`config.mk`:
```
export PLATFORM = sky130hd
export DESIGN_NAME = truth_table_sequencer
export DESIGN_NICKNAME = d
export VERILOG_FILES = /design/src/rtl/truth_table_sequencer.sv
export SDC_FILE = /design/constraint.sdc
export NUM_CORES = 1
export LEC_CHECK = 0
export CORE_ASPECT_RATIO = 0.6
export CORE_MARGIN = 2
export CORE_UTILIZATION = 52
export DETAILED_ROUTE_END_ITERATION = 8
export PLACE_DENSITY = 0.79
export SYNTH_ARGS = -nofsm -noshare
export SYNTH_HDL_FRONTEND = slang
export SYNTH_SLANG_ARGS = --single-unit
```
`constraint.sdc`:
```
create_clock -name clk -period 2.8 [get_ports clk]
set_input_delay 0.42 -clock clk [delete_from_list [all_inputs] [get_ports clk]]
set_output_delay 0.42 -clock clk [all_outputs]
set_load 0.02 [all_outputs]
```
`src/rtl/truth_table_sequencer.sv`:
```
// truth_table_sequencer: sweeps all 2^N input vectors over two implementations and compares their outputs
// Ports: clk/rst (sync, active-high); start launches a sweep from IDLE; mode selects equal (0) or
// complementary (1) comparison; res_a/res_b are the implementation outputs; vec_out drives both
// implementations; busy/done report progress; tt_a/tt_b hold captured truth tables; mismatch_cnt,
// first_fail_vec and first_fail_valid summarise the failing vectors.
module truth_table_sequencer #(
  parameter int N = 2,
  parameter int SETTLE = 1
) (
  input  logic            clk,
  input  logic            rst,
  input  logic            start,
  input  logic            mode,
  input  logic            res_a,
  input  logic            res_b,
  output logic [N-1:0]    vec_out,
  output logic            busy,
  output logic            done,
  output logic [2**N-1:0] tt_a,
  output logic [2**N-1:0] tt_b,
  output logic [N:0]      mismatch_cnt,
  output logic [N-1:0]    first_fail_vec,
  output logic            first_fail_valid
);
  typedef enum logic [1:0] {IDLE, HOLD, SAMPLE, DONE} state_t;
  localparam logic [3:0] SET = 4'(SETTLE);
  state_t state_q, state_d;
  logic [N-1:0] vec_q, vec_d, ffv_q, ffv_d;
  logic [3:0] cnt_q, cnt_d;
  logic mode_q, mode_d, ffo_q, ffo_d, fail, last;
  logic [2**N-1:0] tt_a_q, tt_a_d, tt_b_q, tt_b_d;
  logic [N:0] mis_q, mis_d;
  assign last = vec_q == {N{1'b1}};
  // mode=1 means B is expected to be the complement of A, so equality is the failure
  assign fail = mode_q ? (res_a == res_b) : (res_a != res_b);
  always_ff @(posedge clk) begin
    if (rst) begin
      state_q <= IDLE;
      vec_q   <= '0;
      cnt_q   <= '0;
      mode_q  <= 1'b0;
      tt_a_q  <= '0;
      tt_b_q  <= '0;
      mis_q   <= '0;
      ffv_q   <= '0;
      ffo_q   <= 1'b0;
    end else begin
      state_q <= state_d;
      vec_q   <= vec_d;
      cnt_q   <= cnt_d;
      mode_q  <= mode_d;
      tt_a_q  <= tt_a_d;
      tt_b_q  <= tt_b_d;
      mis_q   <= mis_d;
      ffv_q   <= ffv_d;
      ffo_q   <= ffo_d;
    end
  end
  always_comb begin
    state_d = (state_q == IDLE)   ? (start ? HOLD : IDLE) :
              (state_q == HOLD)   ? ((cnt_q == SET) ? SAMPLE : HOLD) :
              (state_q == SAMPLE) ? (last ? DONE : HOLD) : IDLE;
  end
  always_comb begin
    vec_d  = vec_q;
    cnt_d  = cnt_q;
    mode_d = mode_q;
    tt_a_d = tt_a_q;
    tt_b_d = tt_b_q;
    mis_d  = mis_q;
    ffv_d  = ffv_q;
    ffo_d  = ffo_q;
    if (state_q == IDLE && start) begin
      mode_d = mode;
      tt_a_d = '0;
      tt_b_d = '0;
      mis_d  = '0;
      ffv_d  = '0;
      ffo_d  = 1'b0;
      vec_d  = '0;
      cnt_d  = '0;
    end
    if (state_q == HOLD && cnt_q != SET) cnt_d = cnt_q + 4'd1;
    if (state_q == SAMPLE) begin
      tt_a_d[vec_q] = res_a;
      tt_b_d[vec_q] = res_b;
      if (fail) begin
        mis_d = mis_q + (N+1)'(1);
        ffv_d = ffo_q ? ffv_q : vec_q;
        ffo_d = 1'b1;
      end
      vec_d = last ? '0 : vec_q + N'(1);
      cnt_d = '0;
    end
  end
  always_comb begin
    busy = (state_q == HOLD) || (state_q == SAMPLE);
    done = state_q == DONE;
  end
  assign vec_out          = vec_q;
  assign tt_a             = tt_a_q;
  assign tt_b             = tt_b_q;
  assign mismatch_cnt     = mis_q;
  assign first_fail_vec   = ffv_q;
  assign first_fail_valid = ffo_q;
endmodule

```
==> run_results.csv, run 1 <==
group,metric,value,unit
routing,wl_per_cell,13.91,um
power,p_leak,0.0005418,uW
cells_and_area,num_antenna_cells,0,
sta,grt_setup_unrepaired,"no",
logic_synthesis,ys_async_sr_fraction,0,
place,place_hpwl,1.850,mm
grt,antenna_found_initial,0,
critical_path,crit_type,"flip-flop to output port",
die,dieArea,0.002689,sq mm
grt,grt_pass1_wl,4.271,mm
sta,holdWs,0.4772,ns
critical_path,start_kind,"flip-flop",
critical_path,critPathBufInv,2,
clock_tree,path_clk_slew,0.09,ns
logic_synthesis,syn_inst,133,
logic_synthesis,ys_seq_area_frac,0.3886,
routing,drt_pass1_iterations,4,
logic_synthesis,synth-simple-area-share,0.2133,
clock_tree,cts_buffer_depth,2,
flow_run,maxCapViolations,0,
logic_synthesis,synthAdderAreaFrac,0.1162,
place,dp.cells,180,
cells_and_area,drive_gt1_frac,0.07143,
critical_path,arrival,1.66,ns
status,outcome,"complete, no violations",
die,start_util,0.5477,
critical_path,slowest_stage,"clkdlybuf4s50_1",
cells_and_area,stdcell_count,184,
sta,setup-violations-final,0,
clock_tree,postCtsHoldBufs,0,
logic_synthesis,synth_nets,150,
logic_synthesis,synth-xor-area-share,0.04752,
die,die_x,65.63,um
sta,max_slew_margin,0.5397,
sta,hold_viol,0,
sta,period_share,0.7431,
worst_hold_path,min_path_cells,2,
clock_tree,cts_resized,0,
power,peakVddDrop,0.0002754,V
place,gp_congestion,0.8415,
worst_hold_path,worstHoldStart,"tt_b[1]",
critical_path,r2r-end,"first_fail_vec[1]",
die,core-area,0.002163,sq mm
logic_synthesis,yosys_warnings,0,
routing,viasPerCell,5.647,
logic_synthesis,synth-seq-cells,23,
routing,ant_nets,0,
logic_synthesis,ys.flop_type,"dfxtp_1",
power,power_density,416.9,mW/mm^2
critical_path,rr_startpoint,"state_q[0]",
die,die_h,40.98,um
place,io_buffers,23,
routing,drc,0,
logic_synthesis,synth_compound_area_frac,0.1827,
logic_synthesis,synthTopCellsByArea,"dfxtp_1 (39%), ha_1 (12%), nand3_1 (10%), a21oi_1 (7.2%), nand2_1 (3.8%)",
clock_tree,htree_levels,1,
die,ios,24,
critical_path,r2r_cells,5,
clock_tree,clock-root-buffer,"clkbuf_8",
place,place_area,0.001429,sq mm
logic_synthesis,synth_top_family_by_area,"simple AND/OR/NAND/NOR gates",
cells_and_area,layout.nets,172,
sta,slew_violations,0,
critical_path,worstPathCellList,"inv_1, ha_1, clkdlybuf4s50_1",
critical_path,crit_fanout,5,
clock_tree,numCtsBuffers,3,
grt,grt_start_max_net_pins,23,
cells_and_area,fin_util,0.6819,
routing,wirelength,2.560,mm
clock_tree,cts_tree,"yes",
sta,worst_pin_slew,0.6888,ns
sta,fin_skew,0.006580,ns
die,rows,13,
logic_synthesis,syn_area_per_cell,8.909,sq um
grt,grt_overflow,0,
worst_hold_path,holdPathEnd,"tt_b[1]",
logic_synthesis,synth_mux_area_frac,0,
critical_path,r2r_setup_slack,1.04,ns
logic_synthesis,synth_edf_count,0,
grt,grt_pass1_vias,921,
critical_path,worstPathRequired,2.38,ns
logic_synthesis,synth_cell_types,29,
logic_synthesis,synthesis.area,0.001185,sq mm
clock_tree,post_cts_buffers,0,
sta,fin_crit,2.081,ns
sta,max_freq,0.4806,GHz
logic_synthesis,yosysTopAreaCell,"dfxtp_1",
clock_tree,clk_latency,0.27,ns
routing,drt_iter0_drc,61,
critical_path,endpoint_kind,"output port",
logic_synthesis,yosysMostFrequentCell,"nand3_1",
routing,num_vias,1039,
logic_synthesis,ys_top_cells_by_count,"nand3_1 (24), dfxtp_1 (23), a21oi_1 (17), nand2_1 (12), ha_1 (11)",
cells_and_area,finalInstanceArea,0.001475,sq mm
sta,tns,0,ns
critical_path,cpPeakStageDelay,0.59,ns
logic_synthesis,netlist.area_leader.share,0.3886,
cells_and_area,area_delta_synth_final,24.50,%
critical_path,critical_path.top_delay_family,"buffers and inverters",
grt,grt_usage,0.2171,
clock_tree,cts.sinks,23,
worst_hold_path,worstHoldPathType,"flip-flop to flip-flop",
## placed cells by master (no fill, tap or decap), types with 3 or more instances in the layout
cell	instances
a21oi_1	17
a31oi_1	3
clkbuf_8	3
clkdlybuf4s50_1	23
dfxtp_1	23
ha_1	11
inv_1	6
nand2_1	12
nand3_1	24
nor2b_1	3
o211ai_1	5
## worst min-delay path, stage by stage, from the launching register on
cell and delay, ns:
dfxtp_1 0.32, nand3_1 0.06, a21oi_1 0.06
## metrics by stage
| step | total power (uW) | setup slack (ns) |
|---|---|---|
| CTS | 619.0 | 0.7269 |
| detailed placement | 414.7 | 0.8723 |
| global placement | 413.1 | 0.9111 |
| floorplan | 392.7 | 1.435 |
| global route | 646.7 | 0.6354 |
| finish | 615.0 | 0.7194 |
## layout make-up
class | instances | area, sq um
sequential | 23 | 460.4
clock buffer | 3 | 41.29
tap | 30 | 37.54
timing repair buffer | 24 | 237.7
clock inverter | 1 | 5.005
multi-input combinational | 95 | 663.1
fill | 189 | 688.2
inverter | 8 | 30.03
## worst max path at each step
stage	start	end	slack, ns	cells past startpoint
floorplan	cnt_q[1]	cnt_q[3]	1.44	5
global placement	res_b	mismatch_cnt[0]	0.91	4
detailed placement	res_b	mismatch_cnt[0]	0.87	4
CTS	state_q[0]	busy	0.73	3
global route	state_q[0]	busy	0.64	3
finish	state_q[0]	busy	0.72	3
## registers in the layout, summed over array words and instances, names as in the netlist
signal and cells:
vec_out 2, state_q 2, tt_b 4, cnt_q 4, mode_q 1, mismatch_cnt 3, tt_a 4, first_fail_vec 2
first_fail_valid 1
## routing by layer
layer	up-vias	wire, um	track usage
met2	32	1062	0.3308
met5	-	0	0
met3	2	139	0.06868
li1	521	-	-
met1	484	1344	0.3002
met4	0	13	0.05729
## report_power, final
group	total, uW	internal, uW	switching, uW
registers	337	331	5.38
clock network	207	99.3	107
logic	71.8	29.5	42.3
total	615	460	155
## cell families after synthesis
| kind of cell | Yosys count |
|---|---|
| AND/OR/NAND/NOR | 49 |
| AO/OA/AOI/OAI | 32 |
| flip-flops | 23 |
| buffers and inverters | 15 |
| adder cells (fa/ha/maj) | 11 |
| XOR/XNOR | 3 |
(Power assumes the default switching activity.)
==> inputs of run 2 (changes only) <==
--- a/config.mk
+++ b/config.mk
@@ -7,9 +7,9 @@
 export LEC_CHECK = 0
 export CORE_ASPECT_RATIO = 0.6
 export CORE_MARGIN = 2
-export CORE_UTILIZATION = 52
+export CORE_UTILIZATION = 50
 export DETAILED_ROUTE_END_ITERATION = 8
-export PLACE_DENSITY = 0.79
+export PLACE_DENSITY = 0.76
 export SYNTH_ARGS = -nofsm -noshare
 export SYNTH_HDL_FRONTEND = slang
 export SYNTH_SLANG_ARGS = --single-unit
==> constraint.sdc (replaced) <==
create_clock -name clk -period 2 [get_ports clk]
set_input_delay 0.3 -clock clk [delete_from_list [all_inputs] [get_ports clk]]
set_output_delay 0.3 -clock clk [all_outputs]
set_load 0.02 [all_outputs]
==> run 2 against run 1 <==
Via count is 1.8% higher. Utilization is 0.47 points higher. Largest power group unchanged. Non-clock buffer count is 4 higher. Sequential share of layout area is 0.67 points lower. Cell count is 2.2% higher. Design area is 2.2% higher. Highest routed layer unchanged.
==> run_results.csv, run 2 (synthesis results as in run 1) <==
group,metric,value,unit
status,outcome,"complete, no violations",
grt,antenna_found_initial,0,
routing,wl_met1,1.340,mm
clock_tree,clk_latency,0.27,ns
power,p_leak,0.0005758,uW
clock_tree,numCtsBuffers,3,
grt,grt_pass1_wl,4.416,mm
sta,fin_crit,1.744,ns
sta,max_freq,0.5733,GHz
die,core-area,0.002196,sq mm
clock_tree,cts_resized,0,
critical_path,critical_path.top_delay_family,"buffers and inverters",
critical_path,crit_fanout,5,
cells_and_area,layout_common_cells,"nand3_1 (24), dfxtp_1 (23), clkdlybuf4s50_1 (22)",
sta,grt_setup_unrepaired,"no",
routing,wl_per_cell,13.93,um
critical_path,worstPathRequired,1.70,ns
critical_path,endpoint_kind,"output port",
sta,worst_pin_slew,0.4836,ns
sta,slew_violations,0,
grt,grt_start_max_net_pins,15,
cells_and_area,drive_gt1_frac,0.09494,
worst_hold_path,worstHoldPathType,"flip-flop to flip-flop",
clock_tree,path_clk_slew,0.08,ns
die,start_util,0.5396,
routing,ant_nets,0,
routing,wirelength,2.618,mm
place,pre_cts_ws,0.1450,ns
clock_tree,postCtsHoldBufs,0,
routing,met2WireLength,1.073,mm
sta,fin_ws,0.2556,ns
die,ios,24,
cells_and_area,stdcell_count,188,
power,peakVddDrop,0.0004239,V
routing,drt_iter0_drc,70,
die,die_h,41.71,um
clock_tree,cts_tree,"yes",
flow_run,maxCapViolations,0,
power,power_density,575.0,mW/mm^2
clock_tree,cts.sinks,23,
clock_tree,clock-root-buffer,"clkbuf_8",
sta,max_slew_margin,0.6766,
routing,met3WireLength,182,um
routing,viasPerCell,5.628,
sta,hold_viol,0,
routing,highest_layer,"met4",
sta,setup-violations-final,0,
die,rows,13,
critical_path,critPathBufInv,1,
place,io_buffers,23,
grt,grt_pass1_vias,950,
cells_and_area,area_delta_synth_final,27.24,%
critical_path,arrival,1.44,ns
sta,tns,0,ns
critical_path,cpPeakStageDelay,0.59,ns
critical_path,slowest_stage,"clkdlybuf4s50_1",
critical_path,crit_type,"flip-flop to output port",
clock_tree,cts_buffer_depth,2,
cells_and_area,num_antenna_cells,0,
critical_path,worstPathCellList,"ha_1, clkdlybuf4s50_1",
critical_path,start_kind,"flip-flop",
cells_and_area,final_common_cell,"nand3_1",
die,die_x,66.85,um
sta,holdWs,0.4678,ns
routing,drc,0,
place,place_hpwl,1.993,mm
grt,grt_overflow,0,
sta,period_share,0.8722,
place,gp_congestion,0.8125,
clock_tree,post_cts_buffers,0,
routing,num_vias,1058,
grt,grt_usage,0.2050,
place,dp.cells,184,
routing,drt_pass1_iterations,6,
sta,fin_skew,0.005435,ns
clock_tree,htree_levels,1,
die,dieArea,0.002788,sq mm
cells_and_area,layout.nets,176,
-- run 2: changes by cell type in the layout (fill, tap and decap cells not counted), sizes merged --
cell / before / now
buf: 1 / 5
clkdlybuf4s50: 23 / 22
dlymetal6s2s: 0 / 1
-- run 2: worst paths after layout --
path / startpoint / endpoint / slack (ns) / depth (start not counted)
min: tt_b[3] / tt_b[3] / 0.47 / 2
max: state_q[0] / done / 0.26 / 2
min reg2reg: tt_b[3] / tt_b[3] / 0.47 / 2
max reg2reg: state_q[0] / vec_out[0] / 0.49 / 6
-- run 2: final cells by class --
type                            instances  area, sq um
Timing Repair Buffer                   28        270.3
Clock inverter                          1        5.005
Fill cell                             167        688.2
Sequential cell                        23        460.4
Tap cell                               30        37.54
Inverter                                8        30.03
Multi-Input combinational cell         95        663.1
Clock buffer                            3        41.29
-- run 2: layer usage --
layer  global-route usage  vias to the layer above
li1                     -                      528
met2               0.2760                       44
met4              0.04082                        0
met5                    0                        -
met1               0.3219                      482
met3              0.05962                        4
-- run 2: power breakdown --
group | switching [uW] | internal, uW
clock | 149 | 139
combinational | 60.5 | 46.6
sequential | 7.37 | 464
-- run 2: tightest hold or removal path, cell delays in order (launching register included) --
cell	delay, ns
dfxtp_1	0.31
nand3_1	0.06
a21oi_1	0.05
-- run 2: stage by stage --
stage | total power, uW | utilization | cell area, sq um
global placement | 585.3 | 0.6644 | 1459
finish | 866.9 | 0.6866 | 1508
global route | 903.4 | 0.6866 | 1508
detailed placement | 588.1 | 0.6644 | 1459
floorplan | 549.8 | - | 1185
CTS | 868.5 | 0.6855 | 1505
==> inputs of run 3 (changes only) <==
--- a/config.mk
+++ b/config.mk
@@ -6,7 +6,7 @@
 export NUM_CORES = 1
 export LEC_CHECK = 0
 export CORE_ASPECT_RATIO = 0.6
-export CORE_MARGIN = 2
+export CORE_MARGIN = 8
 export CORE_UTILIZATION = 50
 export DETAILED_ROUTE_END_ITERATION = 8
 export PLACE_DENSITY = 0.76
==> run 3 against run 2 <==
Utilization down 0.56 points. Non-clock buffer count unchanged. Clock skew down 0.0030 ns. Register-to-register slack worse by 0.03 ns. Combinational power about the same. Via count down 0.38%. Critical endpoint unchanged.
==> run_results.csv, run 3 (synthesis results as in run 1) <==
group,metric,value,unit
critical_path,r2r-end,"vec_out[0]",
critical_path,cpPeakStageDelay,0.60,ns
worst_hold_path,min_path_cells,2,
cells_and_area,drive_gt1_frac,0.08861,
cells_and_area,area_delta_synth_final,27.14,%
clock_tree,post_cts_buffers,0,
clock_tree,path_clk_slew,0.08,ns
sta,slew_violations,0,
critical_path,critical_path.top_delay_family,"buffers and inverters",
cells_and_area,num_antenna_cells,0,
power,peakVddDrop,0.0005032,V
die,die_h,53.71,um
sta,grt_setup_unrepaired,"no",
grt,grt_pass1_wl,4.761,mm
routing,wl_per_cell,14.89,um
cells_and_area,layout.nets,176,
sta,period_share,0.8688,
cells_and_area,fillers,178,
place,gp_congestion,0.8137,
die,die_x,78.85,um
place,place_area,0.001459,sq mm
critical_path,worstPathCellList,"ha_1, clkdlybuf4s50_1",
critical_path,crit_fanout,5,
cells_and_area,layout_common_cells,"nand3_1 (24), dfxtp_1 (23), clkdlybuf4s50_1 (22)",
clock_tree,cts_buffer_depth,2,
grt,antenna_found_initial,0,
die,core-area,0.002212,sq mm
clock_tree,cts.sinks,23,
sta,max_freq,0.5755,GHz
clock_tree,clk_latency,0.26,ns
grt,grt_pass1_vias,1013,
critical_path,r2r_cells,6,
sta,hold_viol,0,
sta,worst_pin_slew,0.3450,ns
routing,wirelength,2.800,mm
critical_path,critPathBufInv,1,
critical_path,arrival,1.44,ns
sta,holdWs,0.4685,ns
grt,grt_usage,0.1424,
die,rows,13,
die,dieArea,0.004235,sq mm
clock_tree,clock-root-buffer,"clkbuf_8",
die,ios,24,
critical_path,crit_type,"flip-flop to output port",
clock_tree,numCtsBuffers,3,
place,place_hpwl,2.137,mm
critical_path,path_depth,2,
power,p_leak,0.0005730,uW
routing,viasPerCell,5.606,
status,outcome,"complete, no violations",
cells_and_area,stdcell_count,188,
grt,grt_start_max_net_pins,15,
cells_and_area,final_common_cell,"nand3_1",
critical_path,rr_startpoint,"state_q[0]",
critical_path,r2r_setup_slack,0.46,ns
critical_path,endpoint_kind,"output port",
sta,fin_skew,0.002401,ns
routing,num_vias,1054,
critical_path,worstPathRequired,1.70,ns
routing,drt_pass1_iterations,4,
place,io_buffers,23,
sta,max_slew_margin,0.7690,
die,start_util,0.5356,
routing,drc,0,
critical_path,crit_start,"state_q[0]",
flow_run,maxCapViolations,0,
grt,grt_overflow,0,
clock_tree,cts_tree,"yes",
sta,setup-violations-final,0,
sta,tns,0,ns
critical_path,endpoint,"done",
critical_path,slowest_stage,"clkdlybuf4s50_1",
clock_tree,htree_levels,1,
routing,drt_iter0_drc,73,
power,power_density,574.7,mW/mm^2
critical_path,start_kind,"flip-flop",
place,dp.cells,184,
cells_and_area,finalInstanceArea,0.001506,sq mm
routing,ant_nets,0,
worst_hold_path,worstHoldPathType,"flip-flop to flip-flop",
sta,fin_crit,1.738,ns
run 3: worst min-delay path by stage:
stage	slack, ns	startpoint	endpoint
2_1_floorplan	0.45	mode	mode_q
3_3_place_gp	0.45	tt_a[2]	tt_a[2]
3_5_place_dp	0.46	tt_b[1]	tt_b[1]
4_1_cts	0.47	tt_b[1]	tt_b[1]
5_1_grt	0.50	tt_b[2]	tt_b[2]
6_report	0.47	tt_b[1]	tt_b[1]
run 3: final cells by class:
cell class	instances	area [sq um]	area share
sequential	23	460.4	0.3056
multi-input combinational	95	663.1	0.4402
timing repair buffer	28	270.3	0.1794
tap	30	37.54	0.02492
inverter	8	30.03	0.01993
clock buffer	4	45.04	0.02990
run 3: tightest hold or removal path: cells and delay by family (launching register included):
| kind | cells | cell delay (ns) |
|---|---|---|
| compound gates | 1 | 0.06 |
| flops | 1 | 0.31 |
| simple gates | 1 | 0.06 |
run 3: per-layer routing:
metal  global-route usage  routed length, um
met1               0.1879               1397
met2               0.2120               1180
met3              0.05814                207
met4              0.03659                 14
met5                    0                  0
run 3: metrics by stage:
step / setup slack, ns / utilization / total power (uW)
floorplan: 0.6350 / - / 549.8
global placement: 0.2410 / 0.6595 / 585.5
detailed placement: 0.1669 / 0.6595 / 589.4
CTS: 0.05185 / 0.6799 / 865.3
global route: 0.1646 / 0.6810 / 899.8
finish: 0.2624 / 0.6810 / 865.7
run 3: what timing repair did:
item,CTS,global route
gates resized for setup,0,1
hold endpoints to repair,0,0
hold buffers,0,0
endpoints found under the setup margin,0,1
run 3: power by group:
part           internal, uW  switching (uW)
logic                  46.5            62.8
clock network           142             143
registers               464            7.28
total                   652             213
